`config.mk`:
```
export PLATFORM = sky130hd
export DESIGN_NAME = mipi_delay_cal
export DESIGN_NICKNAME = d
export VERILOG_FILES = /design/src/rtl/mipi_delay_cal.sv
export SDC_FILE = /design/constraint.sdc
export NUM_CORES = 1
export LEC_CHECK = 0
export ABC_CLOCK_PERIOD_IN_PS = 4100
export BUFFER_PORTS_ARGS = -buffer_cell sky130_fd_sc_hd__buf_4
export CORE_ASPECT_RATIO = 1.5
export CORE_MARGIN = 2
export CORE_UTILIZATION = 43
export DETAILED_ROUTE_END_ITERATION = 12
export GPL_TIMING_DRIVEN = 0
export PLACE_DENSITY = 0.67
export SETUP_SLACK_MARGIN = 0.3
export SYNTH_ARGS = -nofsm -noshare
export SYNTH_HDL_FRONTEND = slang
export SYNTH_SLANG_ARGS = --single-unit
```
`constraint.sdc`:
```
create_clock -name clk_i -period 4.1 [get_ports clk_i]
set_input_delay 0 -clock clk_i [delete_from_list [all_inputs] [get_ports clk_i]]
set_output_delay 0 -clock clk_i [all_outputs]
set_load 0.01 [all_outputs]
```
`src/rtl/mipi_delay_cal.sv`:
```
// ---------------------------------------------------------------------------
// mipi_delay_cal
//
// Calibration controller for the MIPI PHY deserializer input delay taps.
// After a start request it walks every IDELAY tap from 0 to the top tap. For
// each tap it loads the tap into the PHY and waits for the delay line to
// settle. It then counts sync-byte detections from the lane aligner over a
// fixed window and scores the tap as passing or failing. It tracks the
// longest contiguous run of passing taps, keeping the earlier run on a tie.
// At the end it loads the centre tap of that run (rounded down), or tap 0
// with the fail flag set when no tap passed.
//
// Ports:
//   clk_i        controller clock, same domain as the PHY delay-control clock
//   resetb_i     asynchronous active-low reset
//   start_i      single-cycle sweep request, accepted only when idle
//   sync_hit_i   single-cycle pulse per sync byte seen by the lane aligner
//   del_val_o    delay tap value presented to the PHY (held between loads)
//   del_ld_o     single-cycle load strobe for del_val_o
//   busy_o       sweep in progress
//   done_o       single-cycle pulse when the sweep completes
//   fail_o       sticky "no tap passed" flag, cleared by the next start
//   win_start_o  first tap of the best passing run
//   win_len_o    length of the best passing run, 0 if none
// ---------------------------------------------------------------------------
module mipi_delay_cal #(
   parameter int TAP_BITS      = 5,
   parameter int SETTLE_CYCLES = 16,
   parameter int WINDOW_CYCLES = 4096,
   parameter int MIN_HITS      = 2
) (
   input  logic                clk_i,
   input  logic                resetb_i,
   input  logic                start_i,
   input  logic                sync_hit_i,
   output logic [TAP_BITS-1:0] del_val_o,
   output logic                del_ld_o,
   output logic                busy_o,
   output logic                done_o,
   output logic                fail_o,
   output logic [TAP_BITS-1:0] win_start_o,
   output logic [TAP_BITS:0]   win_len_o
);

   // One shared counter times both the settle wait and the measurement window.
   localparam int CNT_MAX = (WINDOW_CYCLES > SETTLE_CYCLES) ? WINDOW_CYCLES : SETTLE_CYCLES;
   localparam int CNT_W   = $clog2(CNT_MAX) + 1;
   localparam logic [CNT_W-1:0]    SETTLE_LAST = CNT_W'(SETTLE_CYCLES - 1);
   localparam logic [CNT_W-1:0]    WINDOW_LAST = CNT_W'(WINDOW_CYCLES - 1);
   localparam logic [7:0]          HITS_MAX    = 8'd255;
   localparam logic [7:0]          HITS_MIN    = 8'(MIN_HITS);
   localparam logic [TAP_BITS-1:0] TAP_LAST    = '1;

   typedef enum logic [2:0] {
      IDLE, LOAD, SETTLE, MEASURE, EVAL, APPLY, DONE
   } state_e;

   state_e              state_q, state_d;
   logic [CNT_W-1:0]    cnt_q, cnt_d;
   logic [7:0]          hits_q, hits_d;
   logic [TAP_BITS-1:0] tap_q, tap_d;
   logic [TAP_BITS-1:0] curStart_q, curStart_d;
   logic [TAP_BITS:0]   curLen_q, curLen_d;
   logic [TAP_BITS-1:0] bestStart_q, bestStart_d;
   logic [TAP_BITS:0]   bestLen_q, bestLen_d;
   logic [TAP_BITS-1:0] delVal_q, delVal_d;
   logic [TAP_BITS-1:0] winStart_q, winStart_d;
   logic [TAP_BITS:0]   winLen_q, winLen_d;
   logic                fail_q, fail_d;

   logic                tapPass;
   logic [TAP_BITS-1:0] runStart;
   logic [TAP_BITS:0]   runLen;
   logic [TAP_BITS-1:0] centreTap;

   // Scoring helpers for the tap just measured. A passing tap either opens a
   // new run at the current tap or extends the run already in progress. The
   // centre is taken from the best run as it stands after this tap, so that
   // the final tap's contribution is included when we leave for APPLY.
   always_comb begin
      tapPass   = (hits_q >= HITS_MIN);
      runStart  = (curLen_q == '0) ? tap_q : curStart_q;
      runLen    = curLen_q + 1'b1;
      centreTap = bestStart_d + TAP_BITS'((bestLen_d - 1'b1) >> 1);
   end

   // Next-state and datapath updates for the sweep sequencer. Every register
   // holds by default; each state only touches what it owns. The outgoing
   // del_val is registered and updated on the edge into LOAD or APPLY so it is
   // already stable in the cycle that carries the load strobe.
   always_comb begin
      state_d     = state_q;
      cnt_d       = cnt_q;
      hits_d      = hits_q;
      tap_d       = tap_q;
      curStart_d  = curStart_q;
      curLen_d    = curLen_q;
      bestStart_d = bestStart_q;
      bestLen_d   = bestLen_q;
      delVal_d    = delVal_q;
      winStart_d  = winStart_q;
      winLen_d    = winLen_q;
      fail_d      = fail_q;

      case (state_q)
         IDLE: begin
            if (start_i) begin
               tap_d       = '0;
               curLen_d    = '0;
               bestLen_d   = '0;
               bestStart_d = '0;
               fail_d      = 1'b0;
               delVal_d    = '0;
               state_d     = LOAD;
            end
         end
         LOAD: begin
            cnt_d   = '0;
            state_d = SETTLE;
         end
         SETTLE: begin
            if (cnt_q == SETTLE_LAST) begin
               cnt_d   = '0;
               hits_d  = '0;
               state_d = MEASURE;
            end else begin
               cnt_d = cnt_q + 1'b1;
            end
         end
         MEASURE: begin
            if (sync_hit_i && (hits_q != HITS_MAX)) begin
               hits_d = hits_q + 1'b1;
            end
            if (cnt_q == WINDOW_LAST) begin
               state_d = EVAL;
            end else begin
               cnt_d = cnt_q + 1'b1;
            end
         end
         EVAL: begin
            if (tapPass) begin
               curStart_d = runStart;
               curLen_d   = runLen;
               if (runLen > bestLen_q) begin
                  bestStart_d = runStart;
                  bestLen_d   = runLen;
               end
            end else begin
               curLen_d = '0;
            end
            if (tap_q == TAP_LAST) begin
               delVal_d = (bestLen_d == '0) ? '0 : centreTap;
               state_d  = APPLY;
            end else begin
               tap_d    = tap_q + 1'b1;
               delVal_d = tap_q + 1'b1;
               state_d  = LOAD;
            end
         end
         APPLY: begin
            fail_d     = (bestLen_q == '0);
            winStart_d = bestStart_q;
            winLen_d   = bestLen_q;
            state_d    = DONE;
         end
         DONE: begin
            state_d = IDLE;
         end
         default: begin
            state_d = IDLE;
         end
      endcase
   end

   // State and datapath registers. Reset aborts any sweep in progress and
   // returns every visible output to zero.
   always_ff @(posedge clk_i or negedge resetb_i) begin
      if (!resetb_i) begin
         state_q     <= IDLE;
         cnt_q       <= '0;
         hits_q      <= '0;
         tap_q       <= '0;
         curStart_q  <= '0;
         curLen_q    <= '0;
         bestStart_q <= '0;
         bestLen_q   <= '0;
         delVal_q    <= '0;
         winStart_q  <= '0;
         winLen_q    <= '0;
         fail_q      <= 1'b0;
      end else begin
         state_q     <= state_d;
         cnt_q       <= cnt_d;
         hits_q      <= hits_d;
         tap_q       <= tap_d;
         curStart_q  <= curStart_d;
         curLen_q    <= curLen_d;
         bestStart_q <= bestStart_d;
         bestLen_q   <= bestLen_d;
         delVal_q    <= delVal_d;
         winStart_q  <= winStart_d;
         winLen_q    <= winLen_d;
         fail_q      <= fail_d;
      end
   end

   // Strobes and status decode straight from the state. busy drops in DONE so
   // the host sees done and not-busy together.
   always_comb begin
      del_val_o   = delVal_q;
      del_ld_o    = (state_q == LOAD) || (state_q == APPLY);
      busy_o      = (state_q != IDLE) && (state_q != DONE);
      done_o      = (state_q == DONE);
      fail_o      = fail_q;
      win_start_o = winStart_q;
      win_len_o   = winLen_q;
   end

endmodule

```
==> out/metrics.yaml, run 1 <==
ys_ff_latch: 68
power_density_nw_per_um2: 317
chipWidth_um: 80.3
synthCells: 391
tightest_slew_ps: 871
antenna_left: 0
clk-insertion-delay-late_ps: 340
cts-root-buf: "clkbuf_16"
drt_first_pass_iters: 4
nets: 470
cts_sinks: 68
area_growth_pct: 26.7
placement.io_buffers: 23
ys_warn_count: 0
synth_area_per_cell_sq_um: 9.61
critPathArrivalTime_ps: 4420
gp_congestion: 0.861
numCtsBuffers: 9
grt_pass1_vias: 3050
die_area_sq_um: 9520
die_y_um: 119
gr-total-overflow: 0
fin_crit_sh: 1.03
ir_drop_v: 0.000244
clkPwrFrac: 0.467
n_antenna_cell: 0
power.internal_mw: 1.16
place_ws_ps: -468
drt_iter0_markers: 172
power_frac_seq: 0.477
p_total_mw: 1.51
swShare: 0.230
routed_wl_um: 8880
crit_path_max_incr_delay_ps: 390
cp_max_fo: 6
relSlewSlack: 0.420
hold_viol_final: 0
ys_async_sr_fraction: 1.00
fin_hold_ws_ps: 61.1
grt_pass1_wl_um: 14600
end_kind: "register"
max_freq_mhz: 238
start_kind: "register"
p_sw_mw: 0.347
synth_top_area_share: 0.453
start_util: 0.444
leakagePower_nw: 2.29
dp_hpwl_um: 6020
slew_violations: 0
cpMostUsedCell: "buf_6"
io_pins: 24
synth_area_leader_cell: "dfrtp_1"
path_class: "reg -> reg"
finalSetupViolCount: 2
fin_skew_ps: 4.38
antenna_found_initial: 0
violations: "setup timing"
drive_gt1_frac: 0.259
cts_tree: "done"
synthFlopType: "dfrtp_1"
fin_crit_ps: 4210
avgRoutedWirePerCell_um: 15.9
cp.required_ps: 4310
path_clk_slew_ps: 50
rsz0062_at_grt: "yes"
setup_slack_ps: -107
synthTopCellsByArea: "dfrtp_1, ha_1, o21ai_0"
num_vias: 2986
crit_family: "compound AO/OA/AOI/OAI gates"
routed_via_density: 5.35
critical-path-slowest-cell: "fa_2"
power_frac_comb: 0.056
clk_path_buf_depth: 2
hold_class: "in -> reg"
grt_usage: 0.202
synthDistinctLibCells: 49
fp-row-count: 41
path_cells: "buf_6, buf_4, xnor2_2, inv_1, ha_1, nand4_1, o21bai_4, a311o_2, buf_6, buf_6, nand3_2, o21a_1, ha_4, inv_4, xnor2_4, inv_2, fa_2, inv_2, a21o_1, a21oi_2, xnor2_1, xnor2_1, o21ai_1"
path_buf_inv: 8
drc: 0
drv_cap: 0
syn_area_sq_um: 3760
yosysSeqAreaShare: 0.453
cts_max_level: 3
grt_max_degree: 69
syn_nets: 414
status: "finished with violations"
synth_edf_count: 0
core-area_sq_um: 8460
tightest hold or removal path: cells and delay by family:
family / cells / cell delay [ps]
compound gates: 1 / 50
buf+inv: 1 / 110
mux: 1 / 70
simple gates: 2 / 130
cell families after synthesis:
| logic type | count (synthesis) | share of synthesized area |
|---|---|---|
| buffers and inverters | 41 | 0.0459 |
| multiplexers | 19 | 0.0546 |
| flip-flops | 68 | 0.453 |
| AO/OA/AOI/OAI | 80 | 0.131 |
| XOR/XNOR | 31 | 0.0722 |
| AND/OR/NAND/NOR | 133 | 0.178 |
| adder cells (fa/ha/maj) | 19 | 0.0652 |
placed cells by master, fill, tap and decap left out, drive strengths merged, types with 3 or more instances in the layout:
cell    netlist  final
nand4        10     10
a31oi         7      7
nor2         31     31
ha           18     18
dfrtp        68     68
o22ai         3      3
a21o          5      5
o21a          5      5
nand2        36     36
inv          26     26
mux2i         7      7
or4           3      3
nand3        18     18
and3          9      9
mux2         12     12
a21oi        10     10
clkbuf        9     22
or3           6      6
and2          3      3
o21ai        37     37
xor2         18     18
a22o          3      3
xnor2        13     13
nor2b         4      4
buf           6     50
nor3          6      6
path summary, 6_finish.rpt:
kind / start / endpoint / slack (ps) / cells after the start
worst max-delay path: curLen_q[2]$_DFFE_PN0P_ / del_val_o[4]$_DFFE_PN0P_ / -110 / 23
worst max register to register: curLen_q[2]$_DFFE_PN0P_ / del_val_o[4]$_DFFE_PN0P_ / -110 / 23
worst min-delay path: sync_hit_i / hits_q[0]$_DFFE_PN0P_ / 60 / 5
max in group asynchronous: resetb_i / curLen_q[0]$_DFFE_PN0P_ / 3140 / 2
worst min register to register: win_len_o[2]$_DFFE_PN0P_ / win_len_o[2]$_DFFE_PN0P_ / 480 / 2
min in group asynchronous: resetb_i / fail_o$_DFFE_PN0P_ / 320 / 2
synth_stat cells (all sizes together) (2+ instances only):
cell type	instances
dfrtp	68
o21ai	37
nand2	36
nor2	31
inv	26
ha	18
nand3	18
xor2	18
xnor2	13
mux2	12
a21oi	10
nand4	10
and3	9
clkbuf	9
a31oi	7
mux2i	7
buf	6
nor3	6
or3	6
a21o	5
o21a	5
nor2b	4
a22o	3
and2	3
o22ai	3
or4	3
a22oi	2
nand2b	2
power groups by stage:
stage | Clock [mW] | Combinational, mW | Sequential, mW
floorplan | 0 | 0.0542 | 0.724
global route | 0.751 | 0.0963 | 0.724
detailed placement | 0 | 0.0826 | 0.732
finish | 0.706 | 0.0839 | 0.721
CTS | 0.722 | 0.0855 | 0.721
global placement | 0 | 0.0827 | 0.731
sequential cells by signal, summed over array words and instances (netlist names):
name / cells
bestLen_q: 6
bestStart_q: 5
cnt_q: 13
curLen_q: 6
curStart_q: 5
del_val_o: 5
fail_o: 1
hits_q: 8
state_q: 3
tap_q: 5
win_len_o: 6
win_start_o: 5
stage by stage:
stage,instance area [sq um],setup TNS (ps),util,instances
after floorplan,3790,0,-,391
after global routing,4760,-524,0.563,558
after detailed placement,4100,-1390,0.484,521
after global placement,4100,-1040,0.484,521
final,4760,-181,0.563,558
after CTS,4670,0,0.552,554
repair_timing:
action,CTS,global route
setup buffers,17,4
setup endpoints to repair,4,4
endpoints found under the hold margin,68,0
pin swaps,17,12
resized for setup,32,10
hold buffers,1,0
final cells by class:
type | count | area, sq um
multi-input combinational | 282 | 2120
fill | 745 | 3700
clock buffer | 13 | 260
inverter | 26 | 100
buffer | 15 | 90.1
sequential | 68 | 1700
tap | 107 | 134
timing repair buffer | 45 | 340
clock inverter | 2 | 10.0
routing by layer:
metal,track usage,part of all wire,up-vias
met5,0,0,-
met3,0.0397,0.032,22
met1,0.225,0.38,1428
met2,0.356,0.55,63
met4,0.102,0.039,0
li1,-,-,1473
Note: power is estimated with default switching activity, not from simulation.
==> run 2: changes to the inputs <==
--- a/config.mk
+++ b/config.mk
@@ -15,4 +15,5 @@
 export PLACE_DENSITY = 0.67
 export SETUP_SLACK_MARGIN = 0.3
+export SKIP_LAST_GASP = 1
 export SYNTH_ARGS = -nofsm -noshare
 export SYNTH_HDL_FRONTEND = slang
==> constraint.sdc (replaced) <==
create_clock -name clk_i -period 4.1 [get_ports clk_i]
set_input_delay 0.205 -clock clk_i [delete_from_list [all_inputs] [get_ports clk_i]]
set_output_delay 0.205 -clock clk_i [all_outputs]
set_load 0.01 [all_outputs]
==> out/metrics.yaml, run 2 (synthesized netlist as in run 1, its figures left out) <==
hold_viol_final: 27
routed_via_density: 5.36
largest_register: "cnt_q"
ir_drop_v: 0.000244
chipWidth_um: 80.3
avgRoutedWirePerCell_um: 15.9
start_kind: "register"
fin_crit_ps: 4230
grt_max_degree: 69
clk-insertion-delay-late_ps: 340
final_cell_mix: "dfrtp_1, buf_4, nand2_1"
drt_iter0_markers: 183
cp-endpoint: "del_val_o[4]$_DFFE_PN0P_"
status: "finished with violations"
clk_path_buf_depth: 2
path_clk_slew_ps: 50
cp.required_ps: 4310
fp-row-count: 41
cp_max_fo: 6
fin_crit_sh: 1.03
cpMostUsedCell: "buf_6"
leakagePower_nw: 2.29
end_kind: "register"
critPathArrivalTime_ps: 4440
fin_hold_ws_ps: -20.7
largest_reg_flops: 13
placement.io_buffers: 23
power_density_nw_per_um2: 318
fin_setup_tns_ps: -217
gr-total-overflow: 0
gp_congestion: 0.861
io_pins: 24
critical-path-slowest-cell: "dfrtp_1"
dp_hpwl_um: 6020
die_area_sq_um: 9520
path_class: "reg -> reg"
routed_wl_um: 8860
rsz0062_at_grt: "yes"
grt_usage: 0.202
violations: "hold timing, setup timing"
n_antenna_cell: 0
path_buf_inv: 6
path_cells: "buf_6, buf_4, xnor2_2, inv_1, ha_1, nand4_1, o21bai_4, a311o_2, buf_6, buf_6, nand3_2, o21a_1, ha_4, inv_4, nor3_1, xor2_1, ha_1, a21oi_1, xnor2_1, xnor2_1, o21ai_1"
cts-root-buf: "clkbuf_16"
start_util: 0.444
nets: 469
crit-reg2reg-launch: "curLen_q[2]$_DFFE_PN0P_"
drive_gt1_frac: 0.256
crit_path_start: "curLen_q[2]$_DFFE_PN0P_"
setup_slack_ps: -130
final_common_cell: "dfrtp_1"
crit_path_max_incr_delay_ps: 370
r2r_end: "del_val_o[4]$_DFFE_PN0P_"
slew_violations: 0
drt_first_pass_iters: 4
relSlewSlack: 0.427
numCtsBuffers: 9
cts_max_level: 3
fin_skew_ps: 4.46
area_growth_pct: 26.3
largestRegisters: "cnt_q (13), hits_q (8)"
hold_class: "in -> async"
path_depth: 21
grt_pass1_wl_um: 14600
antenna_left: 0
cts_sinks: 68
tightest_slew_ps: 860
r2r_cells: 21
postCtsHoldBufs: 0
core-area_sq_um: 8460
drc: 0
cts_tree: "done"
p_total_mw: 1.51
num_vias: 2984
max_freq_mhz: 236
die_y_um: 119
reg2reg_slack_ps: -130
crit_family: "compound AO/OA/AOI/OAI gates"
antenna_found_initial: 0
grt_pass1_vias: 3050
finalSetupViolCount: 2
drv_cap: 0
## run 2: cell count changes in the layout (fill, tap and decap cells not counted), sizes merged
cell	delta
dlygate4sd3	-1
## run 2: power by group
group	switching, mW	internal, mW	leakage (nW)
clock	0.270	0.437	0.135
sequential	0.0271	0.694	0.816
combinational	0.0502	0.0335	1.34
## run 2: area by class of cell
class | instances | area (sq um)
timing repair buffer | 44 | 330
sequential | 68 | 1700
tap | 107 | 134
buffer | 15 | 90.1
multi-input combinational | 282 | 2120
fill | 745 | 3720
clock buffer | 13 | 260
inverter | 26 | 100
clock inverter | 2 | 10.0
## run 2: through the flow
step | std cells | setup slack [ps] | utilization | area, sq um
final | 557 | -130 | 0.561 | 4750
after global routing | 557 | -294 | 0.561 | 4750
after detailed placement | 521 | -468 | 0.484 | 4100
after floorplan | 391 | 208 | - | 3790
after global placement | 521 | -382 | 0.484 | 4100
after CTS | 553 | 35.5 | 0.551 | 4660
## run 2: worst min path at each step
stage,end,cells past startpoint,from,slack [ps]
after floorplan,bestLen_q[0]$_DFF_PN0_,0,resetb_i,-90
after global placement,fail_o$_DFFE_PN0P_,1,resetb_i,380
after detailed placement,fail_o$_DFFE_PN0P_,1,resetb_i,380
after CTS,fail_o$_DFFE_PN0P_,1,resetb_i,20
after global routing,hits_q[2]$_DFFE_PN0P_,1,resetb_i,80
final,fail_o$_DFFE_PN0P_,1,resetb_i,-20
## run 2: worst reg2reg max path, delay by kind of cell, from the launching register on
family / cells / cell delay, ps
fa+ha+maj: 3 / 760
flops: 1 / 370
compound gates: 5 / 1000
simple gates: 3 / 440
xor+xnor: 4 / 910
buf+inv: 6 / 640
## run 2: timing repair
action | CTS | global route
pin swaps | 17 | 12
buffers inserted | 17 | 4
resized for setup | 32 | 8
endpoints found under the hold margin | 0 | 0
setup endpoints to repair | 4 | 4
## run 2: per-layer routing
metal  routed length [um]  vias to the layer above  global-route usage
met3                  239                       22              0.0397
met5                    0                        -                   0
li1                     -                     1473                   -
met2                 4830                       54               0.356
met4                  351                        0               0.102
met1                 3430                     1435               0.225
==> run 3: changes to the inputs <==
Settings changed: GPL_TIMING_DRIVEN 0 to unset.
==> out/metrics.yaml, run 3 (synthesized netlist as in run 1, its figures left out) <==
status: "finished with violations"
violations: "hold timing"
hold_class: "in -> async"
largest_reg_flops: 13
num_vias: 2944
n_antenna_cell: 0
rsz0062_at_grt: "yes"
cts_max_level: 3
fin_skew_ps: 3.49
cp.required_ps: 4310
crit_family: "compound AO/OA/AOI/OAI gates"
grt_max_degree: 69
chipWidth_um: 80.3
tightest_slew_ps: 848
power.internal_mw: 1.14
start_util: 0.444
seqCellArea_sq_um: 1700
io_pins: 24
path_clk_slew_ps: 50
max_freq_mhz: 258
clk_path_buf_depth: 2
gp_congestion: 0.886
cts_sinks: 68
cts_tree: "done"
multiInputGateArea_sq_um: 2100
fp-row-count: 41
leakagePower_nw: 2.21
r2r_cells: 21
finalSetupViolCount: 0
postCtsHoldBufs: 0
drt_iter0_markers: 154
cpMostUsedCell: "inv_2"
core-area_sq_um: 8460
drc: 0
path_cells: "and3_4, nand3_4, xor2_4, inv_2, ha_4, nand4_1, o21bai_4, a311o_2, nand3_2, o21a_1, ha_4, inv_2, ha_4, inv_2, fa_2, inv_2, a21o_1, a21oi_1, xnor2_1, xnor2_1, o21ai_1"
avgRoutedWirePerCell_um: 16.0
placement.io_buffers: 23
die_area_sq_um: 9520
fin_hold_ws_ps: -29.0
clkPwrFrac: 0.460
drive_gt1_frac: 0.241
crit-reg2reg-launch: "curLen_q[1]$_DFFE_PN0P_"
cp_max_fo: 5
path_class: "reg -> reg"
antenna_left: 0
area_growth_pct: 22.6
drv_cap: 0
hold_viol_final: 26
critical-path-slowest-cell: "dfrtp_1"
grt_usage: 0.192
routed_wl_um: 8590
p_sw_mw: 0.344
p_total_mw: 1.49
largestRegisters: "cnt_q (13), hits_q (8)"
crit_path_max_incr_delay_ps: 420
antenna_found_initial: 0
power_density_nw_per_um2: 323
power_frac_comb: 0.056
slew_violations: 0
reg2reg_slack_ps: 230
start_kind: "register"
clk-insertion-delay-late_ps: 330
r2r_end: "del_val_o[4]$_DFFE_PN0P_"
numCtsBuffers: 9
end_kind: "register"
dp_hpwl_um: 5980
power_frac_seq: 0.484
nets: 451
ir_drop_v: 0.000251
final_cell_mix: "dfrtp_1, buf_4, nand2_1"
relSlewSlack: 0.435
largest_register: "cnt_q"
critPathArrivalTime_ps: 4080
grt_pass1_vias: 2924
routed_via_density: 5.47
swShare: 0.231
fin_crit_ps: 3870
n_fill_cell: 740
path_buf_inv: 4
drt_first_pass_iters: 4
final_common_cell: "dfrtp_1"
grt_pass1_wl_um: 14000
fin_setup_tns_ps: 0
gr-total-overflow: 0
cts-root-buf: "clkbuf_16"
fin_crit_sh: 0.945
die_y_um: 119
-- run 3: metal layers --
metal	share of wire	track usage	vias up	routed length [um]
li1	-	-	1439	-
met1	0.39	0.226	1405	3370
met2	0.53	0.319	84	4590
met3	0.042	0.0389	16	358
met4	0.031	0.108	0	268
met5	0	0	-	0
-- run 3: area by class of cell --
cell class,instances,share of cell area
clock buffer,12,0.0535
timing repair buffer,41,0.0676
sequential,68,0.370
clock inverter,2,0.00271
inverter,26,0.0212
multi-input combinational,282,0.456
tap,107,0.0290
-- run 3: worst max-delay path by stage --
stage,from,to,slack [ps],cells past startpoint
finish,curLen_q[1]$_DFFE_PN0P_,del_val_o[4]$_DFFE_PN0P_,230,21
global route,curLen_q[1]$_DFFE_PN0P_,del_val_o[4]$_DFFE_PN0P_,70,21
CTS,curLen_q[1]$_DFFE_PN0P_,del_val_o[4]$_DFFE_PN0P_,230,19
detailed placement,curLen_q[0]$_DFFE_PN0P_,del_val_o[4]$_DFFE_PN0P_,150,19
global placement,curLen_q[1]$_DFFE_PN0P_,del_val_o[4]$_DFFE_PN0P_,260,19
floorplan,curLen_q[2]$_DFFE_PN0P_,del_val_o[4]$_DFFE_PN0P_,210,23
-- run 3: stage by stage --
step | worst slack [ps] | utilization | area [sq um] | hold slack, ps | cells
2_1_floorplan | 208 | - | 3790 | -90.6 | 391
3_3_place_gp | 262 | 0.482 | 4080 | 373 | 515
3_5_place_dp | 155 | 0.482 | 4080 | 371 | 515
4_1_cts | 229 | 0.524 | 4430 | 18.3 | 534
5_1_grt | 69.9 | 0.545 | 4610 | 66.2 | 538
6_report | 225 | 0.545 | 4610 | -29.0 | 538
-- run 3: power by group through the flow --
stage	combinational (mW)	clock (mW)	sequential, mW
after floorplan	0.0542	0	0.724
after global placement	0.0830	0	0.730
after detailed placement	0.0856	0	0.733
after CTS	0.0862	0.701	0.721
final	0.0841	0.684	0.721
after global routing	0.0976	0.724	0.726
-- run 3: repair_timing --
action / 4_1_cts / 5_1_grt
resized for setup: 9 / 32
pin swaps: 4 / 19
gates cloned: 0 / 0
setup buffers: 5 / 4
endpoints found under the setup margin: 4 / 4
